[src/rtl/nes_controller_responder_if.sv]
// Three-wire NES pad port plus the button source and frame status seen by the responder.
// The master drives buttons and the host pins; the slave is the responder itself.
interface nes_controller_responder_if;
    logic [7:0] buttons;
    logic       nes_latch;
    logic       nes_clk;
    logic       nes_data;
    logic       frame_done;
    logic       busy;
    logic [7:0] latched_buttons;

    modport master (
        output buttons, nes_latch, nes_clk,
        input  nes_data, frame_done, busy, latched_buttons
    );

    modport slave (
        input  buttons, nes_latch, nes_clk,
        output nes_data, frame_done, busy, latched_buttons
    );
endinterface

[src/rtl/nes_controller_responder.sv]
// Controller side of the NES serial pad protocol: conditions the asynchronous host
// latch/clock pins and shifts the active-low button snapshot out on nes_data.
module nes_controller_responder #(
    parameter int unsigned SYNC_STAGES   = 2,
    parameter int unsigned FILTER_CYCLES = 4,
    parameter bit          FILL_BIT      = 1'b1
) (
    input  logic                       clk,
    input  logic                       reset,
    nes_controller_responder_if.slave  bus
);
    localparam int unsigned CW = $clog2(FILTER_CYCLES + 1);

    typedef enum logic [1:0] {IDLE, LOAD, SHIFT, DONE} state_e;

    // Index 0 conditions nes_latch, index 1 conditions nes_clk.
    logic [1:0]             pin;
    logic [SYNC_STAGES-1:0] sync_q [2];
    logic [SYNC_STAGES-1:0] sync_d [2];
    logic [CW-1:0]          cnt_q  [2];
    logic [CW-1:0]          cnt_d  [2];
    logic [1:0]             flt_q, flt_d;
    logic [1:0]             rise_q, rise_d;
    logic                   lat_fall_q, lat_fall_d;

    state_e     state_q, state_d;
    logic [7:0] shreg_q, shreg_d;
    logic [2:0] bitcnt_q, bitcnt_d;
    logic       data_q, data_d;
    logic       frame_done_q, frame_done_d;
    logic [7:0] latched_q, latched_d;

    assign pin = {bus.nes_clk, bus.nes_latch};

    // NOTE: every signal written here gets a default first, so no latches are inferred.
    always_comb begin
        for (int i = 0; i < 2; i++) begin
            sync_d[i] = {sync_q[i][SYNC_STAGES-2:0], pin[i]};
            flt_d[i]  = flt_q[i];
            cnt_d[i]  = '0;
            // The filtered level only follows after FILTER_CYCLES disagreeing samples in a row.
            if (sync_q[i][SYNC_STAGES-1] != flt_q[i]) begin
                if (cnt_q[i] == CW'(FILTER_CYCLES - 1)) begin
                    flt_d[i] = sync_q[i][SYNC_STAGES-1];
                end else begin
                    cnt_d[i] = cnt_q[i] + CW'(1);
                end
            end
            rise_d[i] = flt_d[i] & ~flt_q[i];
        end
        lat_fall_d = ~flt_d[0] & flt_q[0];
    end

    always_comb begin
        state_d      = state_q;
        shreg_d      = shreg_q;
        bitcnt_d     = bitcnt_q;
        data_d       = data_q;
        frame_done_d = 1'b0;
        latched_d    = latched_q;

        // A latch rise beats a simultaneous clock rise and aborts any frame in flight.
        if (rise_q[0]) begin
            state_d = LOAD;
            shreg_d = ~bus.buttons;
            data_d  = ~bus.buttons[7];
        end else begin
            unique case (state_q)
                IDLE: data_d = 1'b1;
                LOAD: begin
                    shreg_d = ~bus.buttons;
                    data_d  = ~bus.buttons[7];
                    if (lat_fall_q) begin
                        latched_d = bus.buttons;
                        bitcnt_d  = 3'd0;
                        state_d   = SHIFT;
                    end
                end
                SHIFT: begin
                    if (rise_q[1]) begin
                        if (bitcnt_q == 3'd7) begin
                            frame_done_d = 1'b1;
                            data_d       = FILL_BIT;
                            state_d      = DONE;
                        end else begin
                            shreg_d  = {shreg_q[6:0], FILL_BIT};
                            bitcnt_d = bitcnt_q + 3'd1;
                            data_d   = shreg_q[6];
                        end
                    end
                end
                DONE:    data_d = FILL_BIT;
                default: state_d = IDLE;
            endcase
        end
    end

    // NOTE: sequential state uses non-blocking assignments only, so every flop sees pre-edge values.
    always_ff @(posedge clk) begin
        if (reset) begin
            sync_q       <= '{default: '0};
            cnt_q        <= '{default: '0};
            flt_q        <= '0;
            rise_q       <= '0;
            lat_fall_q   <= 1'b0;
            state_q      <= IDLE;
            shreg_q      <= '0;
            bitcnt_q     <= '0;
            data_q       <= 1'b1;
            frame_done_q <= 1'b0;
            latched_q    <= '0;
        end else begin
            sync_q       <= sync_d;
            cnt_q        <= cnt_d;
            flt_q        <= flt_d;
            rise_q       <= rise_d;
            lat_fall_q   <= lat_fall_d;
            state_q      <= state_d;
            shreg_q      <= shreg_d;
            bitcnt_q     <= bitcnt_d;
            data_q       <= data_d;
            frame_done_q <= frame_done_d;
            latched_q    <= latched_d;
        end
    end

    assign bus.nes_data        = data_q;
    assign bus.frame_done      = frame_done_q;
    assign bus.busy            = (state_q == LOAD) || (state_q == SHIFT);
    assign bus.latched_buttons = latched_q;
endmodule

[src/flat_wrapper.sv]
// flat-port wrapper written by rule: the top's interface ports become plain ports
module nes_controller_responder_flat 
#(
    parameter int unsigned SYNC_STAGES   = 2,
    parameter int unsigned FILTER_CYCLES = 4,
    parameter bit          FILL_BIT      = 1'b1
)
  (clk, reset, bus_buttons, bus_nes_latch, bus_nes_clk, bus_nes_data, bus_frame_done, bus_busy, bus_latched_buttons);
  nes_controller_responder_if bus_i ();
  input  logic clk;
  input  logic reset;
  input wire logic [$bits(bus_i.buttons)-1:0] bus_buttons;
  input wire logic [$bits(bus_i.nes_latch)-1:0] bus_nes_latch;
  input wire logic [$bits(bus_i.nes_clk)-1:0] bus_nes_clk;
  output wire logic [$bits(bus_i.nes_data)-1:0] bus_nes_data;
  output wire logic [$bits(bus_i.frame_done)-1:0] bus_frame_done;
  output wire logic [$bits(bus_i.busy)-1:0] bus_busy;
  output wire logic [$bits(bus_i.latched_buttons)-1:0] bus_latched_buttons;
  assign bus_i.buttons = bus_buttons;
  assign bus_i.nes_latch = bus_nes_latch;
  assign bus_i.nes_clk = bus_nes_clk;
  assign bus_nes_data = bus_i.nes_data;
  assign bus_frame_done = bus_i.frame_done;
  assign bus_busy = bus_i.busy;
  assign bus_latched_buttons = bus_i.latched_buttons;
  nes_controller_responder #(.SYNC_STAGES(SYNC_STAGES), .FILTER_CYCLES(FILTER_CYCLES), .FILL_BIT(FILL_BIT)) u_core (.clk(clk), .reset(reset), .bus(bus_i));
endmodule
[config.mk]
export PLATFORM = sky130hd
export DESIGN_NAME = nes_controller_responder_flat
export DESIGN_NICKNAME = d
export VERILOG_FILES = /design/src/rtl/nes_controller_responder_if.sv /design/src/rtl/nes_controller_responder.sv /design/src/flat_wrapper.sv
export SDC_FILE = /design/constraint.sdc
export NUM_CORES = 1
export LEC_CHECK = 0
export CORE_MARGIN = 10
export CORE_UTILIZATION = 35
export CTS_BUF_LIST = sky130_fd_sc_hd__clkbuf_2
export CTS_CLUSTER_SIZE = 24
export DETAILED_ROUTE_END_ITERATION = 10
export PLACE_DENSITY = 0.55
export SLEW_MARGIN = 25
export SYNTH_ARGS = -nofsm -noshare
export SYNTH_HDL_FRONTEND = slang
export SYNTH_SLANG_ARGS = --single-unit
[constraint.sdc]
create_clock -name clk -period 2.7 [get_ports clk]
set_clock_uncertainty 0.05 [all_clocks]
set_input_delay 0.27 -clock clk [delete_from_list [all_inputs] [get_ports clk]]
set_output_delay 0.27 -clock clk [all_outputs]
set_load 0.02 [all_outputs]
==> flow_metrics.env, run 1 <==
export IMPL_slew_headroom=0.673
export IMPL_antenna_found_initial=0
export IMPL_min_path_cells=2
export IMPL_r2r_slack_ns=0.76
export IMPL_cap_violations=0
export IMPL_syn_mean_instance_area_um2=9.50
export IMPL_clock_latency_ns=0.40
export IMPL_post_drt_via_cell_ratio=4.87
export IMPL_synth_area_um2=1500
export IMPL_drive_above_1_share=0.0707
export IMPL_detail_route_first_pass_iterations=4
export IMPL_cts_root_buffer="clkbuf_2"
export IMPL_cts_made_buffers=5
export IMPL_core_area_um2=4090
export IMPL_fp_row_count=23
export IMPL_post_route_drc_count=0
export IMPL_grtUsageTotal=0.0851
export IMPL_period_needed_ns=2.28
export IMPL_synth_area_leaders="dfxtp_1 49%, nor2_1 8.8%, ha_1 7.5%, mux2i_1 6.7%, a211oi_1 3.5%"
export IMPL_cp_arrival_ns=1.96
export IMPL_syn_inst=158
export IMPL_path_max_fanout=5
export IMPL_cts_hold_buffers_added=0
export IMPL_io_buffers=22
export IMPL_gp_congestion=0.841
export IMPL_initial_core_util=0.367
export IMPL_timing_hold_ws_ns=0.362
export IMPL_endpoint_kind="primary output"
export IMPL_h_tree_depth=2
export IMPL_gr_total_overflow=0
export IMPL_r2r_end="u_core.shreg_q[0]"
export IMPL_die_x_um=85.5
export IMPL_synth_ff_type="dfxtp_1"
export IMPL_finalWirelength_um=3030
export IMPL_tightest_slew_ns=0.489
export IMPL_cts_setup_buffers=0
export IMPL_netlist_top_cells_count="37 x dfxtp_1, 35 x nor2_1, 10 x a21oi_1, 10 x mux2i_1"
export IMPL_dr_total_vias=1140
export IMPL_cpLargestDelayFamily="buffers and inverters"
export IMPL_fp_dieH_um=85.5
export IMPL_maxSlewViolCount=0
export IMPL_criticalPathCategory="flop to primary output"
export IMPL_rr_startpoint="u_core.state_q[0]"
export IMPL_path_buf_inv=3
export IMPL_hold_end="u_core.sync_d[3]"
export IMPL_ant_nets=0
export IMPL_synth_top_area_cell="dfxtp_1"
export IMPL_ys_warn_count=0
export IMPL_grt_pass1_wl_um=5040
export IMPL_hp_start="bus_nes_latch"
export IMPL_ios=23
export IMPL_ys_ff_latch=37
export IMPL_antennaDiodeCount=0
export IMPL_syn_to_final_growth_pct=20.8
export IMPL_rsz0062_at_grt="false"
export IMPL_grt_pass1_vias=1082
export IMPL_cp_slowest_stage_delay_ns=0.60
export IMPL_grt_max_degree=22
export IMPL_p_per_area_nw_per_um2=524
export IMPL_cts_buffer_depth=2
export IMPL_drt_initial_drc_count=76
export IMPL_worstPathCellList="inv_1 > ha_1 > inv_1 > clkdlybuf4s50_1"
export IMPL_syn_nets=179
export IMPL_synth_most_common_cell="dfxtp_1"
export IMPL_post_cts_resized=0
export IMPL_seq_area_frac_synth=0.493
export IMPL_setup_tns_final_ns=0
export IMPL_hold_violations=0
export IMPL_ys_types=30
export IMPL_hold_class="primary input to flop"
export IMPL_worst_path_most_repeated_cell="inv_1"
export IMPL_synth_top_cell_area_share=0.493
export IMPL_status="finished, final reports clean"
export IMPL_cpMaxStageDelayCell="clkdlybuf4s50_1"
export IMPL_clock_sinks=37
export IMPL_path_clk_slew_ns=0.20
export IMPL_setup_viol_count_final=0
export IMPL_reg2reg_depth=6
export IMPL_vdd_drop_max_mv=0.301
export IMPL_synth_edf_count=0
export IMPL_nets=204
export IMPL_cts_tree="yes"
export IMPL_ys_async_sr_fraction=0
export IMPL_hpwl_um=2300
export IMPL_p_leak_nw=0.709
export IMPL_cp_required_ns=2.38
export IMPL_max_freq_mhz=438
export IMPL_period_share=0.846
export IMPL_wl_per_cell_um=12.9
export IMPL_startpoint_type="flop"
export IMPL_dieArea_um2=7310
==> layout by cell type (no fill, tap or decap), drive strengths merged, types with 5 or more instances in the layout <==
master and instances:
ha 9, dfxtp 37, nor3 5, a211oi 7
inv 9, nor2b 5, o21ai 6, nor2 35
mux2i 10, a21oi 10, clkbuf 6, clkdlybuf4s50 22
==> state kept, by name, indices dropped and copies added, names as in the netlist, 2 cells and up <==
name / cells
u_core.bus.latched_buttons: 8
u_core.bitcnt_q: 3
u_core.cnt_q: 6
u_core.sync_q: 2
u_core.state_q: 2
u_core.rise_q: 2
u_core.sync_d: 2
u_core.flt_q: 2
u_core.shreg_q: 7
==> layer usage <==
metal | GRT usage | vias to the layer above | share of wire
met5 | 0 | - | 0
met4 | 0.0449 | 0 | 0.019
met3 | 0.0322 | 7 | 0.045
met2 | 0.140 | 20 | 0.47
met1 | 0.0933 | 524 | 0.46
li1 | - | 589 | -
==> area by class of cell <==
type | instances | area, µm²
repair buffers | 23 | 228
inverters | 9 | 33.8
flip-flops and latches | 37 | 741
multi-input cells | 107 | 703
clock inverters | 2 | 15.0
clock buffers | 6 | 30.0
well taps | 50 | 62.6
fillers | 404 | 2270
==> through the flow <==
step	setup slack [ns]	std cells	cell area (µm²)	utilization	power (mW)
floorplan	0.989	158	1500	-	0.666
global placement	0.896	226	1770	0.433	0.703
detailed placement	0.827	226	1770	0.433	0.706
CTS	0.393	234	1810	0.444	0.965
global route	0.277	234	1810	0.444	1.00
finish	0.415	234	1810	0.444	0.950
==> how the worst max path moves through the flow <==
stage | end | cells past startpoint | slack (ns) | start
detailed placement | u_core.shreg_q[0] | 6 | 0.83 | u_core.state_q[0]
CTS | bus_busy | 4 | 0.39 | u_core.state_q[0]
global placement | u_core.bitcnt_q[0] | 6 | 0.90 | u_core.state_q[1]
floorplan | u_core.bitcnt_q[0] | 6 | 0.99 | u_core.state_q[1]
global route | bus_busy | 4 | 0.28 | u_core.state_q[0]
finish | bus_busy | 4 | 0.42 | u_core.state_q[0]
==> logic make-up (layout without fill, tap and decap cells) <==
| family | Yosys count | in the layout | share of synthesized area |
|---|---|---|---|
| AO/OA/AOI/OAI | 28 | 28 | 0.125 |
| multiplexers | 10 | 10 | 0.0667 |
| buffers and inverters | 14 | 40 | 0.0383 |
| XOR/XNOR | 2 | 2 | 0.0117 |
| AND/OR/NAND/NOR | 58 | 58 | 0.190 |
| flip-flops | 37 | 37 | 0.493 |
| adder cells (fa/ha/maj) | 9 | 9 | 0.0750 |
==> report_power, final <==
part | internal, mW | switching, mW | total [mW]
Combinational | 0.0544 | 0.0631 | 0.118
Clock | 0.0670 | 0.188 | 0.255
Sequential | 0.566 | 0.0108 | 0.577
Total | 0.688 | 0.262 | 0.950
Power figures use the tool's default switching activity.
==> run 2: changes to the inputs <==
- clock period: 2.7 -> 2.15 ns (I/O delays scaled with it)
==> run 2 against run 1 <==
Net effect: worst hold slack got worse by 0.034 ns; die area did not move; via count is 2.6% lower; critical path type unchanged; critical endpoint unchanged; largest cell class unchanged.
==> flow_metrics.env, run 2 (synthesized netlist as in run 1, its figures left out) <==
export IMPL_tightest_slew_ns=0.432
export IMPL_power_mw=1.18
export IMPL_io_buffers=22
export IMPL_nets=205
export IMPL_vdd_drop_max_mv=0.296
export IMPL_antenna_found_initial=0
export IMPL_worst_path_most_repeated_cell="inv_1"
export IMPL_post_drt_via_cell_ratio=4.72
export IMPL_path_clk_slew_ns=0.18
export IMPL_largest_reg_flops=8
export IMPL_gp_congestion=0.824
export IMPL_wl_per_cell_um=12.6
export IMPL_drt_initial_drc_count=84
export IMPL_cp_arrival_ns=1.66
export IMPL_core_area_um2=4090
export IMPL_layout_common_cells="37 x dfxtp_1, 35 x nor2_1, 21 x clkdlybuf4s50_1"
export IMPL_cp_slowest_stage_delay_ns=0.42
export IMPL_syn_to_final_growth_pct=21.0
export IMPL_cp_required_ns=1.88
export IMPL_setup_ws_ns=0.226
export IMPL_cap_violations=0
export IMPL_clock_sinks=37
export IMPL_cts_root_buffer="clkbuf_2"
export IMPL_dr_total_vias=1110
export IMPL_hpwl_um=2290
export IMPL_post_cts_resized=1
export IMPL_cts_setup_buffers=0
export IMPL_cts_tree="yes"
export IMPL_post_route_drc_count=0
export IMPL_grtUsageTotal=0.0861
export IMPL_cts_buffer_depth=2
export IMPL_cts_made_buffers=5
export IMPL_slew_headroom=0.712
export IMPL_period_needed_ns=1.92
export IMPL_hold_violations=0
export IMPL_worstPathCellList="inv_1 > ha_1 > inv_1 > dlygate4sd2_1"
export IMPL_startpoint_type="flop"
export IMPL_grt_pass1_vias=1167
export IMPL_rsz0062_at_grt="false"
export IMPL_fillers=400
export IMPL_path_max_fanout=5
export IMPL_max_freq_mhz=520
export IMPL_maxSlewViolCount=0
export IMPL_gr_total_overflow=0
export IMPL_h_tree_depth=2
export IMPL_clock_latency_ns=0.37
export IMPL_grtUsageMet3=0.0350
export IMPL_grt_use_met1=0.0981
export IMPL_grt_busiest_layer="met2"
export IMPL_period_share=0.895
export IMPL_pre_cts_slack_ns=0.284
export IMPL_p_per_area_nw_per_um2=650
export IMPL_cpMaxStageDelayCell="dfxtp_1"
export IMPL_initial_core_util=0.367
export IMPL_grt_pass1_wl_um=5120
export IMPL_criticalPathCategory="flop to primary output"
export IMPL_antennaDiodeCount=0
export IMPL_status="finished, final reports clean"
export IMPL_final_common_cell="dfxtp_1"
export IMPL_ant_nets=0
export IMPL_grt_max_degree=17
export IMPL_detail_route_first_pass_iterations=4
export IMPL_dieArea_um2=7310
export IMPL_hold_class="primary input to flop"
export IMPL_setup_viol_count_final=0
export IMPL_met2_usage=0.140
export IMPL_die_x_um=85.5
export IMPL_ios=23
export IMPL_cts_hold_buffers_added=0
export IMPL_fp_dieH_um=85.5
export IMPL_drive_above_1_share=0.0757
export IMPL_fp_row_count=23
export IMPL_finalWirelength_um=2960
export IMPL_setup_tns_final_ns=0
export IMPL_endpoint_kind="primary output"
export IMPL_p_leak_nw=0.721
export IMPL_post_route_util=0.445
run 2: changes by cell type in the layout (fill, tap and decap cells not counted):
cell,before,now
clkinv_2,0,2
buf_4,1,2
clkbuf_2,6,5
clkdlybuf4s50_1,22,21
clkinvlp_4,2,1
dlygate4sd2_1,0,1
run 2: routing by layer:
metal,vias to the layer above,part of all wire
li1,590,-
met1,507,0.46
met2,11,0.50
met3,2,0.039
met4,0,0.0051
met5,-,0
run 2: power by group:
| part | internal, mW | total [mW] | switching, mW |
|---|---|---|---|
| registers | 0.711 | 0.724 | 0.0123 |
| logic | 0.0680 | 0.146 | 0.0777 |
| clock network | 0.0761 | 0.311 | 0.235 |
| total | 0.855 | 1.18 | 0.325 |
run 2: through the flow:
stage | cell area [µm²] | hold WS (ns) | std cells
after floorplan | 1500 | 0.241 | 158
after global placement | 1780 | 0.356 | 227
after detailed placement | 1780 | 0.363 | 227
after CTS | 1820 | 0.303 | 235
after global routing | 1820 | 0.295 | 235
final | 1820 | 0.328 | 235
run 2: path summary, 6_finish.rpt:
path	startpoint	endpoint	slack, ns	depth (start not counted)
worst min-delay path	bus_nes_latch	u_core.sync_d[3]	0.33	2
worst max-delay path	u_core.state_q[0]	bus_busy	0.23	4
worst min register to register	u_core.cnt_q[3]	u_core.cnt_q[3]	0.39	1
worst max register to register	u_core.state_q[0]	u_core.shreg_q[0]	0.26	6
run 2: worst max-delay path: cells and delay by family, from the launching register on:
kind | cells | cell delay [ns]
buffers and inverters | 3 | 0.49
adder cells (fa/ha/maj) | 1 | 0.38
flip-flops | 1 | 0.42
run 2: final cells by class:
class | count | area (µm²) | area share
repair buffers | 24 | 234 | 0.129
well taps | 50 | 62.6 | 0.0344
clock buffers | 5 | 25.0 | 0.0138
flip-flops and latches | 37 | 741 | 0.408
multi-input cells | 107 | 703 | 0.387
clock inverters | 3 | 17.5 | 0.00964
inverters | 9 | 33.8 | 0.0186
==> run 3: changes to the inputs <==
- CORE_MARGIN: 10 -> 2
- SKIP_LAST_GASP: default -> 1
==> run 3 against run 2 <==
Net effect: critical path depth grew 2; sequential share of layout area grew 0.056 points; routed wire length shrank 1.3%; count of clock-buffer cells in the layout grew 1; power shrank 1.1%; non-clock buffer count is the same; via count grew 3.9%; final cell count is the same; utilization grew 0.25 points; first-iteration DRC count shrank 58%; critical path type is now flop to flop; global-route usage grew 4.4 points; flip-flop and latch count is the same.
==> flow_metrics.env, run 3 (synthesized netlist as in run 1, its figures left out) <==
export IMPL_drt_initial_drc_count=35
export IMPL_multi_input_area_um2=703
export IMPL_p_per_area_nw_per_um2=643
export IMPL_setup_viol_count_final=0
export IMPL_post_cts_resized=1
export IMPL_layout_common_cells="37 x dfxtp_1, 35 x nor2_1, 21 x clkdlybuf4s50_1"
export IMPL_pre_cts_slack_ns=0.239
export IMPL_dieArea_um2=4830
export IMPL_largest_reg_flops=8
export IMPL_reg2reg_depth=6
export IMPL_path_max_fanout=14
export IMPL_ios=23
export IMPL_startpoint_type="flop"
export IMPL_cp_arrival_ns=2.16
export IMPL_period_needed_ns=1.94
export IMPL_p_leak_nw=0.725
export IMPL_criticalPathCategory="flop to flop"
export IMPL_netSwitchingFraction=0.262
export IMPL_fp_row_count=23
export IMPL_cts_made_buffers=5
export IMPL_post_route_util=0.447
export IMPL_fp_dieH_um=69.5
export IMPL_pwr_share_seq=0.621
export IMPL_finalWirelength_um=2920
export IMPL_gr_total_overflow=0
export IMPL_dr_total_vias=1153
export IMPL_die_x_um=69.5
export IMPL_path_clk_slew_ns=0.17
export IMPL_vdd_drop_max_mv=0.392
export IMPL_core_area_um2=4060
export IMPL_r2r_end="u_core.shreg_q[0]"
export IMPL_nets=205
export IMPL_post_route_drc_count=0
export IMPL_io_buffers=22
export IMPL_clock_sinks=37
export IMPL_max_freq_mhz=514
export IMPL_post_drt_via_cell_ratio=4.91
export IMPL_antennaDiodeCount=0
export IMPL_cts_root_buffer="clkbuf_2"
export IMPL_gp_congestion=0.854
export IMPL_r2r_slack_ns=0.21
export IMPL_p_sw_mw=0.305
export IMPL_grtUsageTotal=0.130
export IMPL_seq_area_um2=741
export IMPL_status="finished, final reports clean"
export IMPL_p_clk_frac=0.252
export IMPL_grt_pass1_wl_um=4970
export IMPL_setup_ws_ns=0.205
export IMPL_timing_hold_ws_ns=0.340
export IMPL_tightest_slew_ns=0.439
export IMPL_endpoint="u_core.shreg_q[0]"
export IMPL_cts_tree="yes"
export IMPL_wl_per_cell_um=12.4
export IMPL_setup_tns_final_ns=0
export IMPL_maxSlewViolCount=0
export IMPL_syn_to_final_growth_pct=20.8
export IMPL_clock_latency_ns=0.35
export IMPL_grt_max_degree=22
export IMPL_period_share=0.904
export IMPL_cp_required_ns=2.37
export IMPL_cap_violations=0
export IMPL_endpoint_kind="flop"
export IMPL_antenna_found_initial=0
export IMPL_grt_pass1_vias=1116
export IMPL_ant_nets=0
export IMPL_rr_startpoint="u_core.state_q[0]"
export IMPL_cts_hold_buffers_added=0
export IMPL_cp_startpoint="u_core.state_q[0]"
export IMPL_slew_headroom=0.707
export IMPL_intPower_mw=0.861
export IMPL_comb_power_share=0.127
export IMPL_hpwl_um=2250
export IMPL_fillers=390
export IMPL_h_tree_depth=2
export IMPL_cts_buffer_depth=2
export IMPL_hold_violations=0
export IMPL_detail_route_first_pass_iterations=4
export IMPL_final_common_cell="dfxtp_1"
export IMPL_cts_setup_buffers=0
export IMPL_hold_class="primary input to flop"
export IMPL_initial_core_util=0.370
export IMPL_rsz0062_at_grt="false"
export IMPL_drive_above_1_share=0.0757
[run 3: cell count changes in the layout (fill, tap and decap cells not counted)]
cell | before | now
clkinvlp_4 | 1 | 0
clkbuf_2 | 5 | 6
[run 3: worst min path at each step]
stage | startpoint | endpoint | cells after the start
6_report | bus_nes_clk | u_core.sync_d[1] | 2
5_1_grt | bus_nes_clk | u_core.sync_d[1] | 2
4_1_cts | bus_nes_clk | u_core.sync_d[1] | 2
3_5_place_dp | u_core.cnt_q[0] | u_core.cnt_q[0] | 1
3_3_place_gp | u_core.cnt_q[0] | u_core.cnt_q[0] | 1
2_1_floorplan | reset | u_core.lat_fall_q | 1
[run 3: per-layer routing]
layer / routed length [µm] / up-vias / global-route usage / part of all wire
met5: 0 / - / 0 / 0
met2: 1380 / 14 / 0.198 / 0.47
li1: - / 594 / - / -
met4: 47 / 0 / 0.0654 / 0.016
met1: 1410 / 539 / 0.159 / 0.48
met3: 79 / 6 / 0.0494 / 0.027
[run 3: power groups by stage]
stage	sequential, mW	clock [mW]	combinational (mW)
after floorplan	0.738	0	0.0986
after global placement	0.738	0	0.144
after detailed placement	0.738	0	0.150
after CTS	0.725	0.311	0.148
after global routing	0.728	0.348	0.166
final	0.725	0.294	0.148
[run 3: final cells by class]
class                           count  area share
Sequential cell                    37       0.408
Clock buffer                        6      0.0166
Timing Repair Buffer               24       0.129
Inverter                            9      0.0186
Clock inverter                      2     0.00552
Tap cell                           50      0.0345
Multi-Input combinational cell    107       0.388
[run 3: through the flow]
stage          area, µm²  std cells  power, mW
2_1_floorplan       1500        158      0.836
3_3_place_gp        1780        227      0.882
3_5_place_dp        1780        227      0.888
4_1_cts             1810        235       1.18
5_1_grt             1810        235       1.24
6_report            1810        235       1.17
[run 3: critical path: stages (launching register included)]
cell      delay [ns]
dfxtp_1         0.42
inv_1           0.07
ha_1            0.26
and2b_1         0.33
a22oi_4         0.40
nor2_1          0.08
a311oi_1        0.26
